## src/rtl/fpga_input_entry.sv

```systemverilog
// rtl/fpga_input_entry.sv - synchronized, debounced decimal digit entry with valid/ready output
//
// Ports:
//   clk          system clock, all registers on rising edge
//   rst_n        asynchronous active-low reset
//   sw[3:0]      BCD digit switches (asynchronous)
//   key_enter_n  enter pushbutton, active-low (asynchronous)
//   key_clear_n  clear pushbutton, active-low (asynchronous)
//   value        completed entry, binary
//   value_valid  completed entry is offered
//   value_ready  consumer accepts the offered entry
//   entry_value  running accumulator for display echo
//   digit_count  digits accepted in the current entry
//   digit_error  sticky: last enter press saw a non-decimal switch code
module fpga_input_entry #(
    parameter int DEBOUNCE_CYCLES = 500000,
    parameter int DIGITS          = 2
) (
    input  logic        clk,
    input  logic        rst_n,
    input  logic [3:0]  sw,
    input  logic        key_enter_n,
    input  logic        key_clear_n,
    output logic [31:0] value,
    output logic        value_valid,
    input  logic        value_ready,
    output logic [31:0] entry_value,
    output logic [3:0]  digit_count,
    output logic        digit_error
);

    localparam int CW = (DEBOUNCE_CYCLES > 1) ? $clog2(DEBOUNCE_CYCLES) : 1;
    localparam logic [CW-1:0] CNT_MAX   = CW'(DEBOUNCE_CYCLES - 1);
    localparam logic [3:0]    DIGIT_MAX = 4'(DIGITS);

    typedef enum logic {COLLECT = 1'b0, OFFER = 1'b1} state_t;

    // Key vectors: index 0 = enter, index 1 = clear.
    logic [3:0]    sw_s1, sw_s2;
    logic [1:0]    key_s1, key_s2;
    logic [1:0]    key_lvl, key_lvl_d, key_p;
    logic [CW-1:0] key_cnt [2];

    logic enter_p, clear_p;
    assign enter_p = key_p[0];
    assign clear_p = key_p[1];

    // Synchronizers, debouncers and press-edge pulses.
    always_ff @(posedge clk or negedge rst_n) begin
        if (!rst_n) begin
            sw_s1      <= 4'd0;
            sw_s2      <= 4'd0;
            key_s1     <= 2'b11;
            key_s2     <= 2'b11;
            key_lvl    <= 2'b11;
            key_lvl_d  <= 2'b11;
            key_p      <= 2'b00;
            key_cnt[0] <= '0;
            key_cnt[1] <= '0;
        end else begin
            sw_s1     <= sw;
            sw_s2     <= sw_s1;
            key_s1    <= {key_clear_n, key_enter_n};
            key_s2    <= key_s1;
            key_lvl_d <= key_lvl;
            // Pulse is registered, so it appears the cycle after the level falls.
            key_p     <= key_lvl_d & ~key_lvl;
            for (int i = 0; i < 2; i++) begin
                if (key_s2[i] != key_lvl[i]) begin
                    if (key_cnt[i] == CNT_MAX) begin
                        key_lvl[i] <= ~key_lvl[i];
                        key_cnt[i] <= '0;
                    end else begin
                        key_cnt[i] <= key_cnt[i] + 1'b1;
                    end
                end else begin
                    key_cnt[i] <= '0;
                end
            end
        end
    end

    state_t      state, state_next;
    logic [31:0] acc;
    logic [3:0]  count_inc;
    logic        bad_digit, good_digit, entry_done, transfer;
    logic [31:0] acc_next;

    assign count_inc = digit_count + 4'd1;
    assign acc_next  = acc * 32'd10 + {28'd0, sw_s2};

    // State register.
    always_ff @(posedge clk or negedge rst_n) begin
        if (!rst_n) begin
            state <= COLLECT;
        end else begin
            state <= state_next;
        end
    end

    // Next-state logic.
    always_comb begin
        state_next = state;
        case (state)
            COLLECT: if (entry_done) state_next = OFFER;
            OFFER:   if (transfer)   state_next = COLLECT;
            default:                 state_next = COLLECT;
        endcase
    end

    // Output / decode logic. Clear wins over a coincident enter.
    always_comb begin
        value_valid = (state == OFFER);
        bad_digit   = (state == COLLECT) && !clear_p && enter_p && (sw_s2 > 4'd9);
        good_digit  = (state == COLLECT) && !clear_p && enter_p && (sw_s2 <= 4'd9);
        entry_done  = good_digit && (count_inc == DIGIT_MAX);
        transfer    = (state == OFFER) && value_ready;
    end

    // Entry datapath.
    always_ff @(posedge clk or negedge rst_n) begin
        if (!rst_n) begin
            acc         <= 32'd0;
            digit_count <= 4'd0;
            digit_error <= 1'b0;
            value       <= 32'd0;
        end else begin
            if ((state == COLLECT) && clear_p) begin
                acc         <= 32'd0;
                digit_count <= 4'd0;
                digit_error <= 1'b0;
            end else if (bad_digit) begin
                digit_error <= 1'b1;
            end else if (good_digit) begin
                acc         <= acc_next;
                digit_count <= count_inc;
                digit_error <= 1'b0;
                if (entry_done) value <= acc_next;
            end else if (transfer) begin
                acc         <= 32'd0;
                digit_count <= 4'd0;
            end
        end
    end

    assign entry_value = acc;

endmodule

```

## config.mk

```make
export PLATFORM = sky130hd
export DESIGN_NAME = fpga_input_entry
export DESIGN_NICKNAME = d
export VERILOG_FILES = /design/src/rtl/fpga_input_entry.sv
export SDC_FILE = /design/constraint.sdc
export NUM_CORES = 1
export LEC_CHECK = 0
export BUFFER_PORTS_ARGS = -buffer_cell sky130_fd_sc_hd__buf_2
export CAP_MARGIN = 40
export CORE_UTILIZATION = 25
export DETAILED_ROUTE_END_ITERATION = 8
export PLACE_DENSITY = 0.49
export RECOVER_POWER = 25
export SETUP_SLACK_MARGIN = 0.15
export SLEW_MARGIN = 20
export SYNTH_ARGS = -nofsm -noshare
export SYNTH_HDL_FRONTEND = slang
export SYNTH_SLANG_ARGS = --single-unit
```

## constraint.sdc

```tcl
create_clock -name clk -period 11.8 [get_ports clk]
set_input_delay 1.77 -clock clk [delete_from_list [all_inputs] [get_ports clk]]
set_output_delay 1.77 -clock clk [all_outputs]
set_load 0.02 [all_outputs]
```

==> flow_summary_export.csv, run 1 <==
group,metric,value,unit
status,status,"complete, but fails checks",
status,violations,"DRC, capacitance limit, slew limit",
global_route,grt_pass1_wl,34200,um
placed_design,gp_congestion,0.850,
setup_path,path_class,"in -> async",
timing,drv_slew,56,
clock_tree,clock_latency,0.42,ns
layout,n_fill_cell,3298,
timing,setup-tns-final,0,ns
layout,nNetsFinal,987,
clock_tree,cts-buffers-inserted,17,
drt,drt-initial-drc-count,350,
drt,via_per_inst,4.80,
timing,tightest_slew,3.01,ns
clock_tree,cts_hold_buf,0,
drt,detail_route.wl_per_cell,15.9,um
synth,synth-seq-cells,126,
layout,areaGrowthSynthToFinish,17.4,%
layout,layout_common_cells,"nand2_1, dfrtp_1, o21ai_0, buf_2, nor2_1",
timing,rsz0062_at_grt,"no",
synth,synthesis.nets,916,
die,die_h,179,um
synth,seq_area_frac_synth,0.402,
timing,finalCritPeriodShare,0.365,
global_route,grt_use_total,0.138,
die,die-area,32200,um2
timing,worst_slack,7.49,ns
drt,routed_wirelength,21000,um
setup_path,cp_max_fo,55,
setup_path,worst_ep_arrival_time,4.85,ns
clock_tree,root_buffer,"clkbuf_16",
global_route,grtUsageMet3,0.0251,
die,pin_count,79,
clock_tree,cts.repair.resized,0,
layout,antenna_cells,0,
synth,yosys.cell_types.count,82,
pwr,powerDensity,122,nW/um2
global_route,grt_util_met1,0.184,
setup_path,crit_chain,"clkbuf_1 -> buf_4 -> buf_16",
timing,finClkSkew,0.00876,ns
die,core.rowCount,64,
synth,avgSynthCellArea,9.33,um2
layout,final_common_cell,"nand2_1",
synth,ys_warn_count,0,
clock_tree,cts.sinks,126,
clock_tree,cts_tree,"done",
clock_tree,clk_pin_slew_worst_paths,0.06,ns
clock_tree,cts_buffer_depth,2,
timing,maxSlewHeadroom,-1.01,
pwr,vdd_drop_max,0.0700,mV
synth,syn-cell-area,7860,um2
global_route,grt-busiest-layer,"met2",
min_path,hold_path.class,"reg -> reg",
global_route,grt_pass1_vias,6308,
timing,period_minus_slack,4.31,ns
timing,finalHoldViolCount,0,
synth,synth_flop_cell,"dfrtp_1",
drt,firstDrtPassIters,7,
die,start_util,0.256,
synth,synth_cells,843,
clock_tree,post_cts_buffers,0,
setup_path,end_kind,"async pin",
placed_design,post-dp-hpwl,16100,um
setup_path,slowest_stage,"clkbuf_1",
synth,synthTopCellsByArea,"dfrtp_1, ha_1, nand2_1, xor2_1, o21ai_0",
die,die_x,179,um
synth,synthArstFlopShare,1.00,
die,core_area,30700,um2
layout,drive_above_1_share,0.167,
drt,drc,6,
global_route,antenna_found_initial,0,
global_route,use_met2,0.221,
global_route,grt_max_degree,56,
setup_path,slowest_delay,2.09,ns
placed_design,dp_slack,7.61,ns
drt,ant_nets,0,
timing,finalSetupViolCount,0,
timing,hold_ws,0.343,ns
job,maxCapViolCount,1,
global_route,grt_overflow_total,0,
setup_path,crit_required,12.35,ns
timing,max_freq,232,MHz
synth,yosys.area.top_type,"dfrtp_1",
synth,synth_edf_count,0,
synth,synth_top_area_share,0.375,
setup_path,critPathLaunchType,"input port",
placed_design,port-buffer-count,78,
clock_tree,htreeDepth,4,
pwr,power.leakage,4.21,nW
drt,vias,6345,
-- critical path, delay by kind of cell --
family / cells / cell delay, ns
buffers and inverters: 3 / 3.03
-- cell usage after synthesis (all sizes together), types with 3 or more instances --
| cell | n |
|---|---|
| a2bb2oi | 3 |
| a31oi | 4 |
| o211ai | 7 |
| a211oi | 3 |
| xnor2 | 32 |
| nand2 | 130 |
| mux2i | 3 |
| or2 | 4 |
| a22o | 8 |
| inv | 13 |
| or3 | 11 |
| nor4 | 7 |
| a21oi | 34 |
| o21ai | 88 |
| buf | 12 |
| and2 | 5 |
| dfrtp | 118 |
| xor2 | 46 |
| and3 | 10 |
| nand3 | 31 |
| o31ai | 4 |
| a22oi | 5 |
| o21a | 9 |
| ha | 62 |
| mux2 | 4 |
| nor4b | 5 |
| nor3 | 17 |
| nand4 | 16 |
| and4 | 6 |
| nor2 | 72 |
| clkbuf | 19 |
| dfstp | 8 |
| nor2b | 4 |
| a21o | 7 |
-- final timing paths --
path	from	to	slack, ns	depth (start not counted)
setup / recovery	rst_n	key_lvl[1]$_DFFE_PN1P_	7.49	3
hold / removal	sw_s1[3]$_DFF_PN0_	sw_s2[3]$_DFF_PN0_	0.34	0
setup reg to reg	entry_value[1]$_DFFE_PN0P_	entry_value[31]$_DFFE_PN0P_	7.60	12
hold reg to reg	sw_s1[3]$_DFF_PN0_	sw_s2[3]$_DFF_PN0_	0.34	0
max in group clk	entry_value[1]$_DFFE_PN0P_	entry_value[31]$_DFFE_PN0P_	7.60	12
min in group asynchronous	rst_n	value[19]$_DFFE_PN0P_	2.32	1
-- layer usage --
layer,share of wire,wire length (um),up-vias
li1,-,-,3155
met1,0.48,10100,3063
met2,0.47,9900,108
met3,0.030,636,19
met4,0.020,414,0
met5,0,0,-
-- through the flow --
step                       util  instances  power (mW)  instance area (um2)
after floorplan               -        843       0.572                 7860
after global placement    0.280       1289       0.622                 8610
after detailed placement  0.282       1291       0.622                 8670
after CTS                 0.300       1323        1.14                 9240
after global routing      0.300       1323        1.18                 9240
final                     0.300       1323        1.12                 9240
-- cell families (layout without fill, tap and decap cells) --
group / Yosys count / in the layout / synth area share
and+or+nand+nor: 328 / 328 / 0.207
muxes: 7 / 7 / 0.00955
AOI/OAI and AO/OA: 195 / 195 / 0.160
adders and majority gates: 64 / 64 / 0.104
xor gates and xnor gates: 78 / 78 / 0.0869
buffers and inverters: 45 / 129 / 0.0307
DFF: 126 / 126 / 0.402
-- power breakdown --
part           switching, mW  leakage [nW]  internal (mW)
clock                  0.213         0.266          0.298
combinational          0.104          2.26         0.0520
sequential            0.0124          1.69          0.444
-- sequential cells by signal, summed over array words and instances, names as in the netlist --
name and flops:
key_lvl 2, key_p 2, key_s1 2, sw_s2 4, digit_error 1, key_s2 2, key_cnt 38, digit_count 4
sw_s1 4, value 32, key_lvl_d 2, value_valid 1, entry_value 32
-- final cells by class --
type / count / area [um2] / share of cell area
Clock buffer: 18 / 439 / 0.0476
Clock inverter: 14 / 134 / 0.0145
Inverter: 13 / 48.8 / 0.00528
Multi-Input combinational cell: 672 / 4480 / 0.485
Sequential cell: 126 / 3160 / 0.343
Tap cell: 396 / 495 / 0.0537
Timing Repair Buffer: 84 / 474 / 0.0513
Note: power is estimated with default switching activity, not from simulation.
==> run 2, diff against run 1 <==
--- a/config.mk
+++ b/config.mk
@@ -5,11 +5,12 @@
 export SDC_FILE = /design/constraint.sdc
 export NUM_CORES = 1
 export LEC_CHECK = 0
+export ABC_AREA = 1
 export BUFFER_PORTS_ARGS = -buffer_cell sky130_fd_sc_hd__buf_2
 export CAP_MARGIN = 40
 export CORE_UTILIZATION = 25
 export DETAILED_ROUTE_END_ITERATION = 8
-export PLACE_DENSITY = 0.49
+export PLACE_DENSITY = 0.51
 export RECOVER_POWER = 25
 export SETUP_SLACK_MARGIN = 0.15
 export SLEW_MARGIN = 20
==> constraint.sdc (replaced) <==
create_clock -name clk -period 3.5 [get_ports clk]
set_input_delay 0.525 -clock clk [delete_from_list [all_inputs] [get_ports clk]]
set_output_delay 0.525 -clock clk [all_outputs]
set_load 0.02 [all_outputs]
==> run 2 against run 1 <==
The run ends with capacitance limit, slew limit left. Wire length rose by 15%. First-iteration DRC count rose by 31%. Clock power rose to 3.4 times the previous value. Largest cell class unchanged. Largest power group unchanged.
==> flow_summary_export.csv, run 2 <==
group,metric,value,unit
layout,final_common_cell,"nand2_1",
die,die_h,186,um
global_route,grt_pass1_wl,39800,um
drt,via_per_inst,4.44,
layout,areaGrowthSynthToFinish,20.1,%
pwr,clockPowerShare,0.531,
layout,largest_register_ff_count,38,
global_route,grt_overflow_total,0,
min_path,hold_path.class,"in -> reg",
drt,drt-initial-drc-count,457,
synth,synth_commonest_cells,"nand2_1, inv_1, dfrtp_1",
global_route,grt_max_degree,65,
setup_path,crit_required,3.81,ns
drt,routed_wirelength,24200,um
global_route,grt_pass1_vias,7769,
synth,synth_cells,1183,
die,core_area,33500,um2
layout,fin_util,0.305,
pwr,sw_frac_of_total,0.246,
global_route,grt_use_total,0.144,
setup_path,end_kind,"flop",
timing,rsz0062_at_grt,"no",
clock_tree,cts-buffers-inserted,17,
layout,largest_register,"key_cnt",
clock_tree,cts_hold_buf,0,
timing,finalSetupViolCount,0,
setup_path,critPathLaunchType,"flop",
pwr,seq_power_share,0.448,
global_route,antenna_found_initial,0,
synth,seq_area_frac_synth,0.372,
pwr,p_sw,810,uW
clock_tree,root_buffer,"clkbuf_16",
drt,vias,7742,
die,die_x,186,um
die,die-area,34800,um2
synth,synthArstFlopShare,1.00,
pwr,power.leakage,5.37,nW
synth,synthTopCellsByArea,"dfrtp_1, nand2_1, ha_1, inv_1, nand3_1",
synth,yosysMostFrequentCell,"nand2_1",
timing,max_freq,320,MHz
drt,ant_nets,0,
clock_tree,htreeDepth,4,
clock_tree,cts_buffer_depth,2,
clock_tree,cts_tree,"done",
synth,synthesis.nets,1256,
pwr,vdd_drop_max,0.291,mV
placed_design,port-buffer-count,78,
pwr,internal_power,2.49,mW
synth,avgSynthCellArea,7.19,um2
setup_path,reg2reg_slack,0.37,ns
placed_design,gp_congestion,0.876,
drt,detail_route.wl_per_cell,13.9,um
synth,yosys.area.top_type,"dfrtp_1",
status,status,"complete, but fails checks",
pwr,powerDensity,323,nW/um2
layout,layout_common_cells,"nand2_1, inv_1, dfrtp_1, nor2_1, nand3_1",
die,core.rowCount,67,
synth,synth_edf_count,0,
synth,synth_top_area_share,0.347,
placed_design,post-dp-hpwl,19200,um
setup_path,worst_ep_arrival_time,3.44,ns
layout,drive_above_1_share,0.157,
pwr,p_comb_frac,0.021,
layout,instances_no_fill,1745,
synth,synth-seq-cells,126,
timing,finalCritPeriodShare,0.894,
setup_path,path_class,"reg -> reg",
layout,antenna_cells,0,
synth,ys_warn_count,0,
drt,drc,0,
timing,period_minus_slack,3.13,ns
timing,maxSlewHeadroom,-0.0574,
timing,tightest_slew,1.59,ns
timing,drv_slew,65,
clock_tree,clock_latency,0.43,ns
placed_design,dp_cells,1703,
die,start_util,0.254,
clock_tree,clk_pin_slew_worst_paths,0.06,ns
timing,setup-tns-final,0,ns
clock_tree,cts.sinks,126,
job,maxCapViolCount,1,
drt,firstDrtPassIters,5,
die,pin_count,79,
synth,synth_flop_cell,"dfrtp_1",
setup_path,cp_max_fo,4,
synth,syn-cell-area,8510,um2
timing,finalHoldViolCount,0,
layout,nNetsFinal,1357,
synth,yosys.cell_types.count,42,
status,violations,"capacitance limit, slew limit",
timing,finClkSkew,0.0184,ns
## run 2: cell count changes after synthesis, sizes merged, moves of 12 or more
cell and change:
inv +156, nand2 +279, nand3 +65, nand4 +12, nor2 +34, o21ai -32, xnor2 -24, xor2 -25
## run 2: cell families (layout without fill, tap and decap cells)
logic type / after synthesis / count (layout) / synth area share
adders and majority gates: 64 / 64 / 0.0959
DFF: 126 / 126 / 0.372
and+or+nand+nor: 677 / 677 / 0.354
AOI/OAI and AO/OA: 102 / 102 / 0.0641
muxes: 2 / 2 / 0.00265
buffers and inverters: 183 / 297 / 0.0819
xor gates and xnor gates: 29 / 29 / 0.0299
## run 2: layer usage
metal / global-route usage / part of all wire / vias to the layer above
met5: 0 / 0 / -
met4: 0.0470 / 0.017 / 0
met3: 0.0288 / 0.040 / 21
met2: 0.246 / 0.49 / 101
met1: 0.180 / 0.45 / 3641
li1: - / - / 3979
## run 2: critical path, stage by stage (launching register included)
cell and delay, ns:
dfrtp_1 0.44, ha_1 0.25, ha_4 0.20, fa_2 0.61, nand2_1 0.06, nor2_1 0.08
nand2_1 0.06, nand2_2 0.09, nand4_1 0.14, nor2_2 0.17, nand2_2 0.10, nor2_4 0.18
buf_12 0.13, nand3_4 0.11, nor2_4 0.14, nand3_1 0.11, nand3_1 0.10, nand2_1 0.06
## run 2: path summary, 6_finish.rpt
check	cells past startpoint	startpoint	endpoint
max	17	entry_value[2]$_DFFE_PN0P_	value[28]$_DFFE_PN0P_
min	1	key_enter_n	key_s1[0]$_DFF_PN1_
max reg2reg	17	entry_value[2]$_DFFE_PN0P_	value[28]$_DFFE_PN0P_
min reg2reg	0	key_s1[0]$_DFF_PN1_	key_s2[0]$_DFF_PN1_
max in group asynchronous	2	rst_n	value[30]$_DFFE_PN0P_
min in group asynchronous	1	rst_n	key_cnt[14]$_DFF_PN0_
## run 2: repair_timing
action / CTS / global route
setup endpoints to repair: 1 / 31
pin swaps: 0 / 9
buffers inserted: 0 / 9
resized for setup: 1 / 19
## run 2: per-stage QoR
stage | setup slack (ns) | area, um2 | power, mW | hold WS (ns)
2_1_floorplan | 0.529 | 8510 | 1.53 | 0.229
3_3_place_gp | 0.188 | 9480 | 1.58 | 0.336
3_5_place_dp | 0.175 | 9480 | 1.58 | 0.346
4_1_cts | 0.188 | 10100 | 3.35 | 0.101
5_1_grt | 0.134 | 10200 | 3.41 | 0.169
6_report | 0.372 | 10200 | 3.30 | 0.188
## run 2: layout make-up
cell class / count / area (um2)
Tap cell: 448 / 561
Clock inverter: 15 / 154
Timing Repair Buffer: 96 / 539
Sequential cell: 126 / 3170
Multi-Input combinational cell: 874 / 4740
Fill cell: 3693 / 23300
Inverter: 169 / 634
Clock buffer: 17 / 425
## run 2: power by group through the flow
stage	Sequential, mW	Combinational (mW)	Clock, mW
final	1.48	0.0679	1.75
after detailed placement	1.51	0.0747	0
after CTS	1.48	0.0750	1.79
after global placement	1.50	0.0743	0
after floorplan	1.50	0.0259	0
after global routing	1.48	0.0810	1.85
